$ cat src/rtl/cache_perf_monitor.sv
// Multi-channel cache profiler: per-class event counters and latency accumulators
// gated by a PC window, read back through a registered select port. Macro: PROFILER_MAX_LAT_EN.
module cache_perf_monitor #(
    parameter int unsigned     XLEN     = 32,
    parameter int unsigned     NCH      = 2,
    parameter int unsigned     CNT_W    = 32,
    parameter int unsigned     LAT_W    = 40,
    parameter logic [XLEN-1:0] START_PC = XLEN'(32'h80000088),
    parameter logic [XLEN-1:0] STOP_PC  = '0
) (
    input  logic             clk_i,
    input  logic             rst_i,
    input  logic [XLEN-1:0]  pc_addr_i,
    input  logic             clear_i,
    input  logic [NCH-1:0]   strobe_i,
    input  logic [NCH-1:0]   hit_i,
    input  logic [NCH-1:0]   rw_i,
    input  logic [NCH-1:0]   dirty_i,
    input  logic [NCH-1:0]   flush_i,
    input  logic [NCH-1:0]   ready_i,
    input  logic [2:0]       rd_ch_i,
    input  logic [3:0]       rd_idx_i,
    output logic [LAT_W-1:0] rd_data_o,
    output logic             active_o
);

    typedef enum logic {S_IDLE, S_WAIT} state_t;

    function automatic logic [2:0] classify(input logic f, input logic h,
                                            input logic w, input logic d);
        if (f)      return 3'd0;
        else if (h) return w ? 3'd1 : 3'd2;
        else if (w) return d ? 3'd4 : 3'd3;
        else        return d ? 3'd6 : 3'd5;
    endfunction

    logic                      start_hit, stop_hit;
    logic [NCH-1:0][LAT_W-1:0] rd_all;
    logic [LAT_W-1:0]          rd_sel;

    assign start_hit = (pc_addr_i == START_PC);
    assign stop_hit  = (STOP_PC != '0) && (pc_addr_i == STOP_PC);

    // Measurement window; stop wins over start, clear leaves it alone
    always_ff @(posedge clk_i) begin
        if (rst_i)          active_o <= 1'b0;
        else if (stop_hit)  active_o <= 1'b0;
        else if (start_hit) active_o <= 1'b1;
    end

    for (genvar c = 0; c < NCH; c++) begin : g_ch
        state_t           state_q, state_d;
        logic [2:0]       cls_c, cls_q, cls_d, commit_cls;
        logic             act_q, act_d, inc_cnt, inc_drop, commit;
        logic [LAT_W-1:0] cur_lat_q, cur_lat_d, lat_inc, commit_lat, rd_val;
        logic [LAT_W:0]   lat_sum;
        logic [CNT_W-1:0] cnt_q [8];   // entry 7 holds the dropped-strobe count
        logic [LAT_W-1:0] lat_q [7];
`ifdef PROFILER_MAX_LAT_EN
        logic [LAT_W-1:0] max_q;
`endif

        assign cls_c   = classify(flush_i[c], hit_i[c], rw_i[c], dirty_i[c]);
        assign lat_inc = (&cur_lat_q) ? cur_lat_q : cur_lat_q + LAT_W'(1);
        assign lat_sum = (LAT_W+1)'(lat_q[commit_cls]) + (LAT_W+1)'(commit_lat);

        always_ff @(posedge clk_i) begin
            if (rst_i || clear_i) begin
                state_q   <= S_IDLE;
                cls_q     <= 3'd0;
                act_q     <= 1'b0;
                cur_lat_q <= '0;
            end else begin
                state_q   <= state_d;
                cls_q     <= cls_d;
                act_q     <= act_d;
                cur_lat_q <= cur_lat_d;
            end
        end

        always_comb begin
            state_d    = state_q;
            cls_d      = cls_q;
            act_d      = act_q;
            cur_lat_d  = cur_lat_q;
            inc_cnt    = 1'b0;
            inc_drop   = 1'b0;
            commit     = 1'b0;
            commit_cls = cls_q;
            commit_lat = '0;
            case (state_q)
                S_IDLE: begin
                    if (strobe_i[c]) begin
                        cls_d   = cls_c;
                        act_d   = active_o;
                        inc_cnt = active_o;
                        if (ready_i[c]) begin
                            commit     = active_o;
                            commit_cls = cls_c;
                            commit_lat = LAT_W'(1);
                        end else begin
                            cur_lat_d = LAT_W'(1);
                            state_d   = S_WAIT;
                        end
                    end
                end
                S_WAIT: begin
                    inc_drop = strobe_i[c] & active_o;
                    if (ready_i[c]) begin
                        commit     = act_q;
                        commit_lat = lat_inc;
                        cur_lat_d  = '0;
                        state_d    = S_IDLE;
                    end else begin
                        cur_lat_d = lat_inc;
                    end
                end
                default: state_d = S_IDLE;
            endcase
        end

        // Saturating counters and accumulators; clear beats any same-cycle update
        always_ff @(posedge clk_i) begin
            if (rst_i || clear_i) begin
                for (int i = 0; i < 8; i++) cnt_q[i] <= '0;
                for (int i = 0; i < 7; i++) lat_q[i] <= '0;
`ifdef PROFILER_MAX_LAT_EN
                max_q <= '0;
`endif
            end else begin
                if (inc_cnt && !(&cnt_q[cls_c]))
                    cnt_q[cls_c] <= cnt_q[cls_c] + CNT_W'(1);
                if (inc_drop && !(&cnt_q[7]))
                    cnt_q[7] <= cnt_q[7] + CNT_W'(1);
                if (commit)
                    lat_q[commit_cls] <= lat_sum[LAT_W] ? '1 : lat_sum[LAT_W-1:0];
`ifdef PROFILER_MAX_LAT_EN
                if (commit && (commit_lat > max_q))
                    max_q <= commit_lat;
`endif
            end
        end

        always_comb begin
            rd_val = '0;
            if (!rd_idx_i[3])
                rd_val = LAT_W'(cnt_q[rd_idx_i[2:0]]);
            else if (rd_idx_i[2:0] != 3'd7)
                rd_val = lat_q[rd_idx_i[2:0]];
`ifdef PROFILER_MAX_LAT_EN
            else
                rd_val = max_q;
`endif
        end

        assign rd_all[c] = rd_val;
    end

    // Channels beyond NCH read as zero
    always_comb begin
        rd_sel = '0;
        for (int i = 0; i < NCH; i++)
            if (rd_ch_i == 3'(i)) rd_sel = rd_all[i];
    end

    always_ff @(posedge clk_i) begin
        if (rst_i) rd_data_o <= '0;
        else       rd_data_o <= rd_sel;
    end

endmodule

$ cat config.mk
export PLATFORM = sky130hd
export DESIGN_NAME = cache_perf_monitor
export DESIGN_NICKNAME = d
export VERILOG_FILES = /design/src/rtl/cache_perf_monitor.sv
export SDC_FILE = /design/constraint.sdc
export NUM_CORES = 2
export LEC_CHECK = 0
export CELL_PAD_IN_SITES_DETAIL_PLACEMENT = 0
export CELL_PAD_IN_SITES_GLOBAL_PLACEMENT = 2
export CORE_ASPECT_RATIO = 1.25
export CORE_MARGIN = 3
export CORE_UTILIZATION = 42
export CTS_BUF_LIST = sky130_fd_sc_hd__clkbuf_16
export CTS_CLUSTER_DIAMETER = 200
export DETAILED_ROUTE_END_ITERATION = 8
export PLACE_DENSITY = 0.9
export SLEW_MARGIN = 25
export SYNTH_ARGS = -nofsm -noshare
export SYNTH_HDL_FRONTEND = slang
export SYNTH_SLANG_ARGS = --single-unit
export TNS_END_PERCENT = 50
$ cat constraint.sdc
create_clock -name clk_i -period 10.6 [get_ports clk_i]
set_input_delay 3.18 -clock clk_i [delete_from_list [all_inputs] [get_ports clk_i]]
set_output_delay 3.18 -clock clk_i [all_outputs]
set_load 0.005 [all_outputs]
# After elaboration in Yosys (flattened, before gate mapping)
# Memory sizes are Yosys's and may differ from the RTL's.
# Index checks and enable logic that the tools add are counted.
op_classes:
  add_sub_neg: 8
  bitwise_logic: 6
  muxes: 98
  eq_ne: 7
  n_reduce_logical: 24
op_table:
  columns: ["cell", "count"]
  rows:
  - ["$mux W40", 20]
  - ["$pmux W40 S2", 4]
  - ["$add A32 B1 Y32 const B", 4]
  - ["$mux W32", 4]
  - ["$reduce_and A32 Y1", 4]
  - ["$add A40 B40 Y41", 2]
  - ["$add A40 B1 Y40 const B", 2]
  - ["$reduce_and A40 Y1", 2]
  - ["$reduce_or A40 Y1", 2]
  - ["$reduce_or A32 Y1", 2]
  - ["$mux W3", 18]
  - ["$mux W1", 44]
  - ["$eq A32 B32 Y1 const B", 1]
  - ["$mux W2", 4]
  - ["$ne A2 B2 Y1 const B", 4]
  - ["$pmux W1 S2", 4]
  - ["$reduce_and A2 Y1", 4]
  - ["$logic_and A1 B1 Y1", 4]
  - ["$logic_not A1 Y1", 4]
  - ["$eq A3 B1 Y1 const B", 1]
  - ["$logic_not A3 Y1", 1]
  - ["$ne A3 B3 Y1 const B", 1]
  - ["$and A1 B1 Y1", 2]
  - ["$not A1 Y1", 2]
  - ["other kinds (2)", 3]
totals:
  n_memories: 4
  mem_bits_rw: 1072
  elab_cells: 157
  output_inout_bits: 41
  reg_bits: 131
memory_table:
  columns: ["name", "words", "word_bits", "rd", "rd_clocked_by_memory_dff", "wr", "line", "rtl"]
  rows:
  - ["g_ch[0].lat_q", 7, 40, 2, 0, 7, "58", "logic [LAT_W-1:0] lat_q [7];"]
  - ["g_ch[1].lat_q", 7, 40, 2, 0, 7, "58", null]
  - ["g_ch[0].cnt_q", 8, 32, 3, 0, 8, "57", "logic [CNT_W-1:0] cnt_q [8];"]
  - ["g_ch[1].cnt_q", 8, 32, 3, 0, 8, "57", null]

# Depth between registers and ports, before layout
# An unclocked memory read counts as a cell.
depth:
  depth_word: 13
  ltp_mapped: 26
  mapped_depth_nobuf: 20

# Worst setup path after synthesis
# No wires, ideal clock.
synth_path:
  path_type: "input -> register"
  startpoint: "in dirty_i[0]"
  endpoint: "mem g_ch[0].lat_q[7][0] (enable)"
  n_path_buf: 6
  setup_time_ns: 0.537
  t_arrival_ns: 8.953
  path_stages: 11
  slack_ns: 1.109
  t_required_ns: 10.063
  cell_sequence: "buf_4 > inv_1 > ha_1 > buf_2 > buf_2 > buf_2 > a21boi_0 > mux2i_1 > clkbuf_1 > clkbuf_1 > nor4_1"
synth_rtl:
  columns: ["element", "line", "rtl"]
  rows:
  - ["start, declared", "18", "input logic [NCH-1:0] dirty_i,"]
  - ["end, declared", "58", null]

==> results by group <==
Floorplan
  • Core ar.: 170000 um2
  • IO Pins: 95
  • Chip width: 377 um
  • Std cell rows: 169
  • Die height: 470 um
  • Die Area: 177000 um2
  • Starting Density: 42.5%

Clocking
  • CTS tree: built
  • Cts hold-fix bufs: 0
  • H-tree Lvls: 4
  • Clock Pin Slew Worst Setup and Hold Paths: 0.06 ns
  • Clk Latency, worst-skew pair: 0.83 ns
  • CTS root buf: clkbuf_16
  • Clk buf depth: 3
  • Post-CTS setup buffer count: 0
  • Sink Count: 1283
  • CTS resizes: 0
  • CTS Buf Count: 140

Timing
  • Setup violators final: 0
  • Period minus WS final: 9.04 ns
  • Setup TNS: 0 ns
  • Fmax: 111 MHz
  • Final Hold Vio Count: 0
  • Slew margin rel.: 29.2%
  • Slew @ Worst Pin: 1.06 ns
  • Clk_skew: 0.0295 ns
  • Final period util: 85.3%
  • Max Slew Vio Count: 0
  • Unrepaired setup endpoints after global routing: false

Logic synthesis
  • Top cell type by total area after synthesis: edfxtp_1
  • Most common cell in the netlist: nor2_1
  • YS warnings: 0
  • Top FF cell, synth: edfxtp_1
  • Synthesized area per cell: 9.90 um2
  • Async SR Flop Fraction: 0%
  • Post-synth EDFFs: 1072
  • Mapped Cells: 7308
  • Count of state elements after synthesis: 1283
  • Post-Syn Nets: 7452
  • Count of different cell masters after synthesis: 94
  • Most instantiated cells after synthesis: 1239 x nor2_1, 1105 x nand2_1, 1072 x edfxtp_1
  • Sequential area share after synthesis: 50.3%
  • Cell area after synthesis: 72400 um2
  • Post-synth top area share: 44.5%
  • Synth area leaders: edfxtp_1 44%, mux4_2 8.0%, nor2_1 6.4%

Placement
  • GP Congestion: 0.949
  • Final HPWL DP: 170000 um
  • Port Buffers: 94
  • Placed cell areas: 76100 um2

Layout
  • Layout Nets: 7359
  • Finished Cell Area: 80500 um2
  • Layout area overhead: 11.2%
  • Share of layout cells above drive strength 1: 11.0%

Routing
  • Antenna Nets Post-Route: 0
  • Wirelength per Cell: 27.5 um
  • DR pass1 iterations: 9
  • Vias: 59500
  • Drt drc: 0
  • DRT iter0 DRCs: 6813
  • Routed WL: 263000 um
  • Via density: 6.23

Setup path
  • Critical Path RT: 11.13 ns
  • Crit path cell chain: clkdlybuf4s50_1, nor2b_1, buf_4, nand2_1, mux2i_4, buf_12, nand2_1, nand3_1, nand2_1, o21ai_0, ha_1, nand2_1, or3_1, a21oi_1, o211ai_1, a22o_1, o31ai_1, a31oi_1, mux2i_1, nor2_1
  • CP most frequent cell: nand2_1
  • Startpoint type of the worst setup path: input pin
  • Worst path slowest cell: mux2i_4
  • Worst Setup End Kind: register
  • Slowest stage delay, CP: 0.77 ns
  • Crit Path Category: in2reg
  • CP max FO: 104
  • WP data arrival: 9.57 ns

Pwr
  • PwrDens: 146 nW/um2
  • Power, Total: 11.8 mW
  • IR drop worst, VDD: 0.000162 V
  • LEAKAGE: 29.1 nW

GRT
  • Vias in the first global route: 58300
  • First-pass GRT wire length: 382000 um
  • Initial antenna violation count: 4
  • Largest net degree at the start of global routing: 137
  • Overall routing resource usage: 28.9%
  • Total congestion overflow: 0

Flow run
  • Max Cap Viol: 0

Min path
  • Hold/Removal Path Class: reg2reg

Run status
  • Status: finished, final reports clean
[layout make-up]
| class | instances | area (um2) |
|---|---|---|
| Antenna cell | 2 | 5.00 |
| Clock buffer | 145 | 3630 |
| Clock inverter | 110 | 757 |
| Fill cell | 15900 | 89900 |
| Inverter | 125 | 469 |
| Multi-Input combinational cell | 5363 | 33700 |
| Sequential cell | 1283 | 36400 |
| Tap cell | 2223 | 2780 |
| Timing Repair Buffer | 302 | 2770 |
[sequential cells by signal, summed over array words and instances (netlist names)]
register	cells
active_o	1
g_ch.act_q	2
g_ch.cls_q	6
g_ch.cnt_q	512
g_ch.cur_lat_q	80
g_ch.lat_q	640
g_ch.state_q	2
rd_data_o	40
[worst max-delay path: cells and delay by family]
| kind | cells | cell delay (ns) |
|---|---|---|
| simple gates | 8 | 1.40 |
| fa+ha+maj | 1 | 0.34 |
| compound gates | 6 | 1.95 |
| buf+inv | 3 | 1.16 |
| mux | 2 | 1.34 |
[cells by family (layout without fill, tap and decap cells)]
kind of cell	count (synthesis)	count (layout)	synth area share [%]
muxes	411	411	10.2
AOI/OAI and AO/OA	1168	1168	10.2
and+or+nand+nor	3441	3441	21.0
other	0	2	0
buffers and inverters	662	682	3.63
adders and majority gates	90	90	1.58
xor gates and xnor gates	253	253	3.13
DFF	1283	1283	50.3
[cell usage in the layout, fill, tap and decap left out, types with 28 or more instances in the layout]
| master | Yosys | routed |
|---|---|---|
| nor2_1 | 1239 | 1234 |
| nand2_1 | 1105 | 1089 |
| edfxtp_1 | 1072 | 1072 |
| nand3_1 | 572 | 570 |
| o21ai_0 | 436 | 435 |
| mux4_2 | 257 | 257 |
| dfxtp_1 | 211 | 211 |
| buf_4 | 8 | 188 |
| a21oi_1 | 167 | 166 |
| inv_1 | 124 | 162 |
| clkbuf_16 | 0 | 145 |
| mux2i_1 | 130 | 128 |
| xor2_1 | 127 | 127 |
| xnor2_1 | 119 | 119 |
| and3_1 | 99 | 99 |
| o22ai_1 | 93 | 93 |
| a22oi_1 | 92 | 92 |
| ha_1 | 88 | 88 |
| clkdlybuf4s50_1 | 0 | 88 |
| nor3_1 | 79 | 77 |
| nand4_1 | 65 | 65 |
| o211ai_1 | 53 | 53 |
| a21o_1 | 49 | 49 |
| or3_1 | 47 | 43 |
| and2_1 | 36 | 35 |
| o221ai_1 | 32 | 32 |
| a31oi_1 | 31 | 31 |
| nor2b_1 | 30 | 29 |
| o31ai_1 | 28 | 28 |
[per-layer routing]
layer  track usage, %  vias to the layer above  share of wire [%]
met4             16.3                        2                6.4
li1                 -                    26400                  -
met5             1.70                        -              0.071
met2             47.7                     3038                 47
met1             35.2                    29400                 37
met3             5.91                      661                9.1
[report_power, final]
part           leakage (nW)  internal [mW]  switching (mW)
registers              13.3           5.60          0.0991
logic                  13.5          0.425           0.898
clock network          2.30           2.63            2.13
total                  29.1           8.66            3.13
[through the flow]
step | hold slack (ns) | setup WS (ns) | std cells | utilization, %
3_5_place_dp | 0.451 | 0.763 | 9296 | 44.6
4_1_cts | 0.459 | 1.61 | 9551 | 47.2
2_1_floorplan | 0.437 | 1.11 | 7308 | -
6_report | 0.459 | 1.56 | 9553 | 47.2
3_3_place_gp | 0.442 | 0.803 | 9295 | 44.6
5_1_grt | 0.483 | 1.20 | 9552 | 47.2
[worst paths after layout]
check / start / endpoint / slack (ns) / cells after the start
setup reg to reg: g_ch[0].cur_lat_q[6] / g_ch[0].lat_q[5][29] / 3.90 / 18
hold reg to reg: g_ch[1].act_q / g_ch[1].act_q / 0.46 / 2
hold / removal: g_ch[1].act_q / g_ch[1].act_q / 0.46 / 2
setup / recovery: strobe_i[1] / g_ch[1].lat_q[7][35] / 1.56 / 20
Power figures use the tool's default switching activity.
